==> config.mk <==
export PLATFORM = sky130hd
export DESIGN_NAME = serial_shift_scheduler_flat
export DESIGN_NICKNAME = d
export VERILOG_FILES = /design/src/rtl/serial_shift_scheduler_if.sv /design/src/rtl/serial_shift_scheduler.sv /design/src/flat_wrapper.sv
export SDC_FILE = /design/constraint.sdc
export NUM_CORES = 1
export LEC_CHECK = 0
export CAP_MARGIN = 15
export CORE_UTILIZATION = 30
export DETAILED_ROUTE_END_ITERATION = 16
export DONT_BUFFER_PORTS = 1
export GPL_TIMING_DRIVEN = 1
export HOLD_SLACK_MARGIN = 0.05
export PLACE_DENSITY = 0.41
export SLEW_MARGIN = 10
export SYNTH_ARGS = -nofsm -noshare
export SYNTH_HDL_FRONTEND = slang
export SYNTH_SLANG_ARGS = --single-unit
==> constraint.sdc <==
create_clock -name clk -period 1.77 [get_ports clk]
set_clock_uncertainty 0.2 [all_clocks]
set_input_delay 0.177 -clock clk [delete_from_list [all_inputs] [get_ports clk]]
set_output_delay 0.177 -clock clk [all_outputs]
set_load 0.01 [all_outputs]
==> src/rtl/serial_shift_scheduler_if.sv <==
// Requester handshakes and serial-line outputs of the shift scheduler.
// The master side is the producer/observer and the slave side is the scheduler.
interface serial_shift_scheduler_if #(
    parameter int WIDTH = 4
);
    logic             req0_valid;
    logic [WIDTH-1:0] req0_data;
    logic             req0_ready;
    logic             req1_valid;
    logic [WIDTH-1:0] req1_data;
    logic             req1_ready;
    logic             serial_out;
    logic             frame_active;
    logic             grant_id;
    logic             frame_done;

    modport master (
        output req0_valid, req0_data, req1_valid, req1_data,
        input  req0_ready, req1_ready, serial_out, frame_active, grant_id, frame_done
    );

    modport slave (
        input  req0_valid, req0_data, req1_valid, req1_data,
        output req0_ready, req1_ready, serial_out, frame_active, grant_id, frame_done
    );
endinterface

==> src/rtl/serial_shift_scheduler.sv <==
// Round-robin frame controller: it accepts a word from one of two requesters,
// shifts the word out MSB-first, and then holds the line idle for an inter-frame gap.
module serial_shift_scheduler #(
    parameter int WIDTH = 4,
    parameter int GAP   = 1
) (
    input  logic clk,
    input  logic clear,
    serial_shift_scheduler_if.slave bus
);
    localparam int CW = (WIDTH > 2) ? $clog2(WIDTH) : 1;
    localparam int GW = (GAP > 1) ? $clog2(GAP) : 1;

    typedef enum logic [1:0] {ST_IDLE, ST_SHIFT, ST_GAP} state_t;

    state_t           state_q, state_d;
    logic [WIDTH-1:0] shift_q, shift_d;
    logic [CW-1:0]    bit_cnt_q, bit_cnt_d;
    logic [GW-1:0]    gap_cnt_q, gap_cnt_d;
    logic             grant_q, grant_d;
    logic             last_grant_q, last_grant_d;
    logic             done_q, done_d;

    logic pick1;
    logic idle_open;
    logic ready0;
    logic ready1;

    // Requester 1 wins when it is the only requester or when requester 0 owned the previous frame.
    assign pick1     = bus.req1_valid && (!bus.req0_valid || !last_grant_q);
    assign idle_open = (state_q == ST_IDLE) && !clear;
    assign ready0    = idle_open && bus.req0_valid && !pick1;
    assign ready1    = idle_open && pick1;

    always_ff @(posedge clk or posedge clear) begin
        if (clear) begin
            state_q      <= ST_IDLE;
            shift_q      <= '0;
            bit_cnt_q    <= '0;
            gap_cnt_q    <= '0;
            grant_q      <= 1'b0;
            last_grant_q <= 1'b1;
            done_q       <= 1'b0;
        end else begin
            state_q      <= state_d;
            shift_q      <= shift_d;
            bit_cnt_q    <= bit_cnt_d;
            gap_cnt_q    <= gap_cnt_d;
            grant_q      <= grant_d;
            last_grant_q <= last_grant_d;
            done_q       <= done_d;
        end
    end

    always_comb begin
        state_d      = state_q;
        shift_d      = shift_q;
        bit_cnt_d    = bit_cnt_q;
        gap_cnt_d    = gap_cnt_q;
        grant_d      = grant_q;
        last_grant_d = last_grant_q;
        done_d       = 1'b0;
        case (state_q)
            ST_IDLE: begin
                if (ready0 || ready1) begin
                    shift_d      = ready1 ? bus.req1_data : bus.req0_data;
                    grant_d      = ready1;
                    last_grant_d = ready1;
                    bit_cnt_d    = '0;
                    state_d      = ST_SHIFT;
                end
            end
            ST_SHIFT: begin
                shift_d   = {shift_q[WIDTH-2:0], 1'b0};
                bit_cnt_d = bit_cnt_q + CW'(1);
                if (bit_cnt_q == CW'(WIDTH - 1)) begin
                    done_d    = 1'b1;
                    bit_cnt_d = '0;
                    gap_cnt_d = '0;
                    state_d   = (GAP > 0) ? ST_GAP : ST_IDLE;
                end
            end
            ST_GAP: begin
                if (gap_cnt_q == GW'(GAP - 1)) begin
                    gap_cnt_d = '0;
                    state_d   = ST_IDLE;
                end else begin
                    gap_cnt_d = gap_cnt_q + GW'(1);
                end
            end
            default: state_d = ST_IDLE;
        endcase
    end

    // The line is gated by the state, so it stays low outside SHIFT regardless of any shift-register residue.
    assign bus.serial_out   = (state_q == ST_SHIFT) && shift_q[WIDTH-1];
    assign bus.frame_active = (state_q == ST_SHIFT);
    assign bus.grant_id     = grant_q;
    assign bus.frame_done   = done_q;
    assign bus.req0_ready   = ready0;
    assign bus.req1_ready   = ready1;
endmodule

==> src/flat_wrapper.sv <==
// flat-port wrapper written by rule: the top's interface ports become plain ports
module serial_shift_scheduler_flat 
#(
    parameter int WIDTH = 4,
    parameter int GAP   = 1
)
  (clk, clear, bus_req0_valid, bus_req0_data, bus_req1_valid, bus_req1_data, bus_req0_ready, bus_req1_ready, bus_serial_out, bus_frame_active, bus_grant_id, bus_frame_done);
  serial_shift_scheduler_if #(.WIDTH(WIDTH)) bus_i ();
  input  logic clk;
  input  logic clear;
  input wire logic [$bits(bus_i.req0_valid)-1:0] bus_req0_valid;
  input wire logic [$bits(bus_i.req0_data)-1:0] bus_req0_data;
  input wire logic [$bits(bus_i.req1_valid)-1:0] bus_req1_valid;
  input wire logic [$bits(bus_i.req1_data)-1:0] bus_req1_data;
  output wire logic [$bits(bus_i.req0_ready)-1:0] bus_req0_ready;
  output wire logic [$bits(bus_i.req1_ready)-1:0] bus_req1_ready;
  output wire logic [$bits(bus_i.serial_out)-1:0] bus_serial_out;
  output wire logic [$bits(bus_i.frame_active)-1:0] bus_frame_active;
  output wire logic [$bits(bus_i.grant_id)-1:0] bus_grant_id;
  output wire logic [$bits(bus_i.frame_done)-1:0] bus_frame_done;
  assign bus_i.req0_valid = bus_req0_valid;
  assign bus_i.req0_data = bus_req0_data;
  assign bus_i.req1_valid = bus_req1_valid;
  assign bus_i.req1_data = bus_req1_data;
  assign bus_req0_ready = bus_i.req0_ready;
  assign bus_req1_ready = bus_i.req1_ready;
  assign bus_serial_out = bus_i.serial_out;
  assign bus_frame_active = bus_i.frame_active;
  assign bus_grant_id = bus_i.grant_id;
  assign bus_frame_done = bus_i.frame_done;
  serial_shift_scheduler #(.WIDTH(WIDTH), .GAP(GAP)) u_core (.clk(clk), .clear(clear), .bus(bus_i));
endmodule
==> run summary <==
Root Buffer = clkbuf_4
IO buf count = 0
initial antenna violation count = 0
outcome = finished clean
Buf/Inv on CP = 1
CP endpoint kind = primary output
Netlist cell types = 24
# rows = 15
pins over their slew limit = 0
vias per cell = 4.91
Final Hold Vio Count = 0
Crit path required time = 1.39 ns
fmax = 0.605 GHz
Final Critical Period = 1.65 ns
via count = 452
unrepaired setup endpoints after global routing = false
PwrDens = 1440 nW/um^2
Filler cells = 176
DRT iter0 DRCs = 8
WL final = 1190 um
GRT Total Usage = 12.0%
core area = 1750 um^2
Die W = 45.6 um
CP top delay family = buffers and inverters
Worst R2R Start = u_core.state_q[0]
final setup violating endpoints = 0
Syn Area/Cell = 10.9 um^2
n_diodes = 0
Area Overhead vs Synth = 30.1%
Final WS setup = 0.117 ns
CP Depth = 4
cts bufs inserted = 3
register area share after synthesis = 48.6%
Final nets = 81
Die Area = 2080 um^2
CP max-delay cell = dlygate4sd3_1
worst-skew pair later-pin latency = 0.26 ns
P_leak = 0.327 nW
slowest stage delay, CP = 0.60 ns
worst-path fanout max = 5
CP startpoint kind = primary input
Final ANT Viol Nets = 0
first-pass GRT wire length = 1640 um
pin count of the biggest net entering global routing = 12
initial core utilization = 32.6%
Overall Power = 1.06 mW
I/O pins = 18
CTS tree = yes
Fin Setup TNS = 0 ns
wire length per cell = 12.9 um
Worst-path clk slew = 0.07 ns
share of layout cells above drive strength 1 = 16.4%
flops & latches, synth = 11
Die H = 45.6 um
Post-Syn Nets = 65
Yosys Warn Count = 0
number of global-route vias before repair = 362
Max VDD drop = 0.000552 V
Worst Setup SP = clear
Slew Limit Headroom = 71.2%
maxcap violations = 0
routability congestion estimate = 0.766
reg2reg end = u_core.bit_cnt_q[1]
residual DRC count = 0
post-place setup slack = 0.346 ns
Worst Tran Pin Value = 0.431 ns
Synth Instances = 52
H-tree lvl count = 1
CP Cell Sequence = dlygate4sd3_1, nor3_4, nand2_1, a21oi_2
CP Data Arrival Time = 1.28 ns
global-route congestion overflow total = 0
worst hold path class = in -> reg
DP HPWL = 870 um
Worst Path Class, Setup = in -> out
final worst-path cycle share = 93.4%
reg2reg setup slack = 0.33 ns
reg2reg path depth = 3
clk buf depth = 2
Multi-input gate area = 272 um^2
Post-Syn Area = 569 um^2
Setup crit end = bus_req0_ready
CTS sink cnt = 11
register area = 277 um^2
Post-CTS Setup Bufs = 0
number of iterations in the first detailed-routing pass = 4
## cells by family after synthesis
kind of cell,count (synthesis),share of synthesized area [%]
adder cells (fa/ha/maj),1,2.20
multiplexers,5,8.79
AO/OA/AOI/OAI,17,22.2
flip-flops,11,48.6
AND/OR/NAND/NOR,12,13.8
buffers and inverters,6,4.40
## placed cells by master (no fill, tap or decap), types with 3 or more instances in the layout
cell type | synthesis | final
a21oi_1 | 5 | 4
clkbuf_4 | 0 | 3
dfrtp_1 | 10 | 10
dlygate4sd3_1 | 0 | 11
inv_1 | 5 | 5
mux2i_1 | 5 | 5
nand2_1 | 3 | 3
## how the worst min path moves through the flow
stage	from	end	slack, ns	depth (start not counted)
finish	bus_req0_valid	u_core.shift_q[3]	0.07	3
global route	bus_req0_valid	u_core.shift_q[3]	0.09	3
CTS	bus_req0_valid	u_core.shift_q[3]	0.06	3
detailed placement	clear	u_core.state_q[0]	-0.11	1
global placement	clear	u_core.bus.grant_id	-0.12	1
floorplan	clear	u_core.bit_cnt_q[0]	-0.17	1
## synth_stat cells
master | count | share of area (%)
dfrtp_1 | 10 | 44
a21oi_1 | 5 | 4.4
inv_1 | 5 | 3.3
mux2i_1 | 5 | 8.8
nand2_1 | 3 | 2.0
a22oi_1 | 2 | 2.6
and2_1 | 2 | 2.2
nand3_1 | 2 | 1.8
nor2_1 | 2 | 1.3
o211ai_1 | 2 | 2.6
a21boi_4 | 1 | 3.3
a21o_1 | 1 | 1.3
a31o_1 | 1 | 1.5
a31oi_1 | 1 | 1.1
and2_2 | 1 | 1.3
dfstp_2 | 1 | 4.6
ha_1 | 1 | 2.2
inv_4 | 1 | 1.1
nand2b_4 | 1 | 2.4
nor3_4 | 1 | 2.9
o21ai_0 | 1 | 0.88
o21ai_2 | 1 | 1.5
o21bai_1 | 1 | 1.3
o221ai_1 | 1 | 1.5
## power breakdown
part,internal [mW],leakage (nW),total (mW),switching (mW)
sequential,0.371,0.138,0.481,0.110
clock,0.0869,0.0150,0.168,0.0812
combinational,0.187,0.175,0.414,0.227
total,0.645,0.327,1.06,0.418
## area by class of cell
cell class / count / share of cell area (%)
multi-input cells: 35 / 36.7
well taps: 25 / 4.22
repair buffers: 11 / 14.9
clock buffers: 4 / 3.55
flip-flops and latches: 11 / 37.3
inverters: 6 / 3.38
## repair_timing
item,in CTS,in global routing
hold buffers,11,0
hold endpoints to repair,19,0
resized for setup,0,1
setup endpoints to repair,0,1
## layer usage
metal | vias to the layer above | share of wire [%] | wire length (um) | track usage, %
li1 | 215 | - | - | -
met1 | 220 | 44 | 525 | 15.7
met2 | 13 | 48 | 574 | 17.1
met3 | 4 | 5.9 | 70 | 2.38
met4 | 0 | 1.8 | 21 | 9.09
met5 | - | 0 | 0 | 0
## stage by stage
step | hold slack (ns) | instance area [um^2] | util [%] | cells
2_1_floorplan | -0.171 | 569 | - | 52
3_3_place_gp | -0.119 | 601 | 34.4 | 77
3_5_place_dp | -0.109 | 601 | 34.4 | 77
4_1_cts | 0.0563 | 737 | 42.2 | 92
5_1_grt | 0.0891 | 741 | 42.4 | 92
6_report | 0.0701 | 741 | 42.4 | 92
## state kept, by name, summed over array words and instances, names as in the netlist
signal and cells:
u_core.last_grant_q 1, u_core.state_q 2, u_core.bus.frame_done 1, u_core.shift_q 4, u_core.bus.grant_id 1, u_core.bit_cnt_q 2
## tightest hold or removal path, stage by stage
cell and delay, ns:
a21boi_4 0.06, mux2i_1 0.15, o211ai_1 0.09
(Power assumes the default switching activity.)
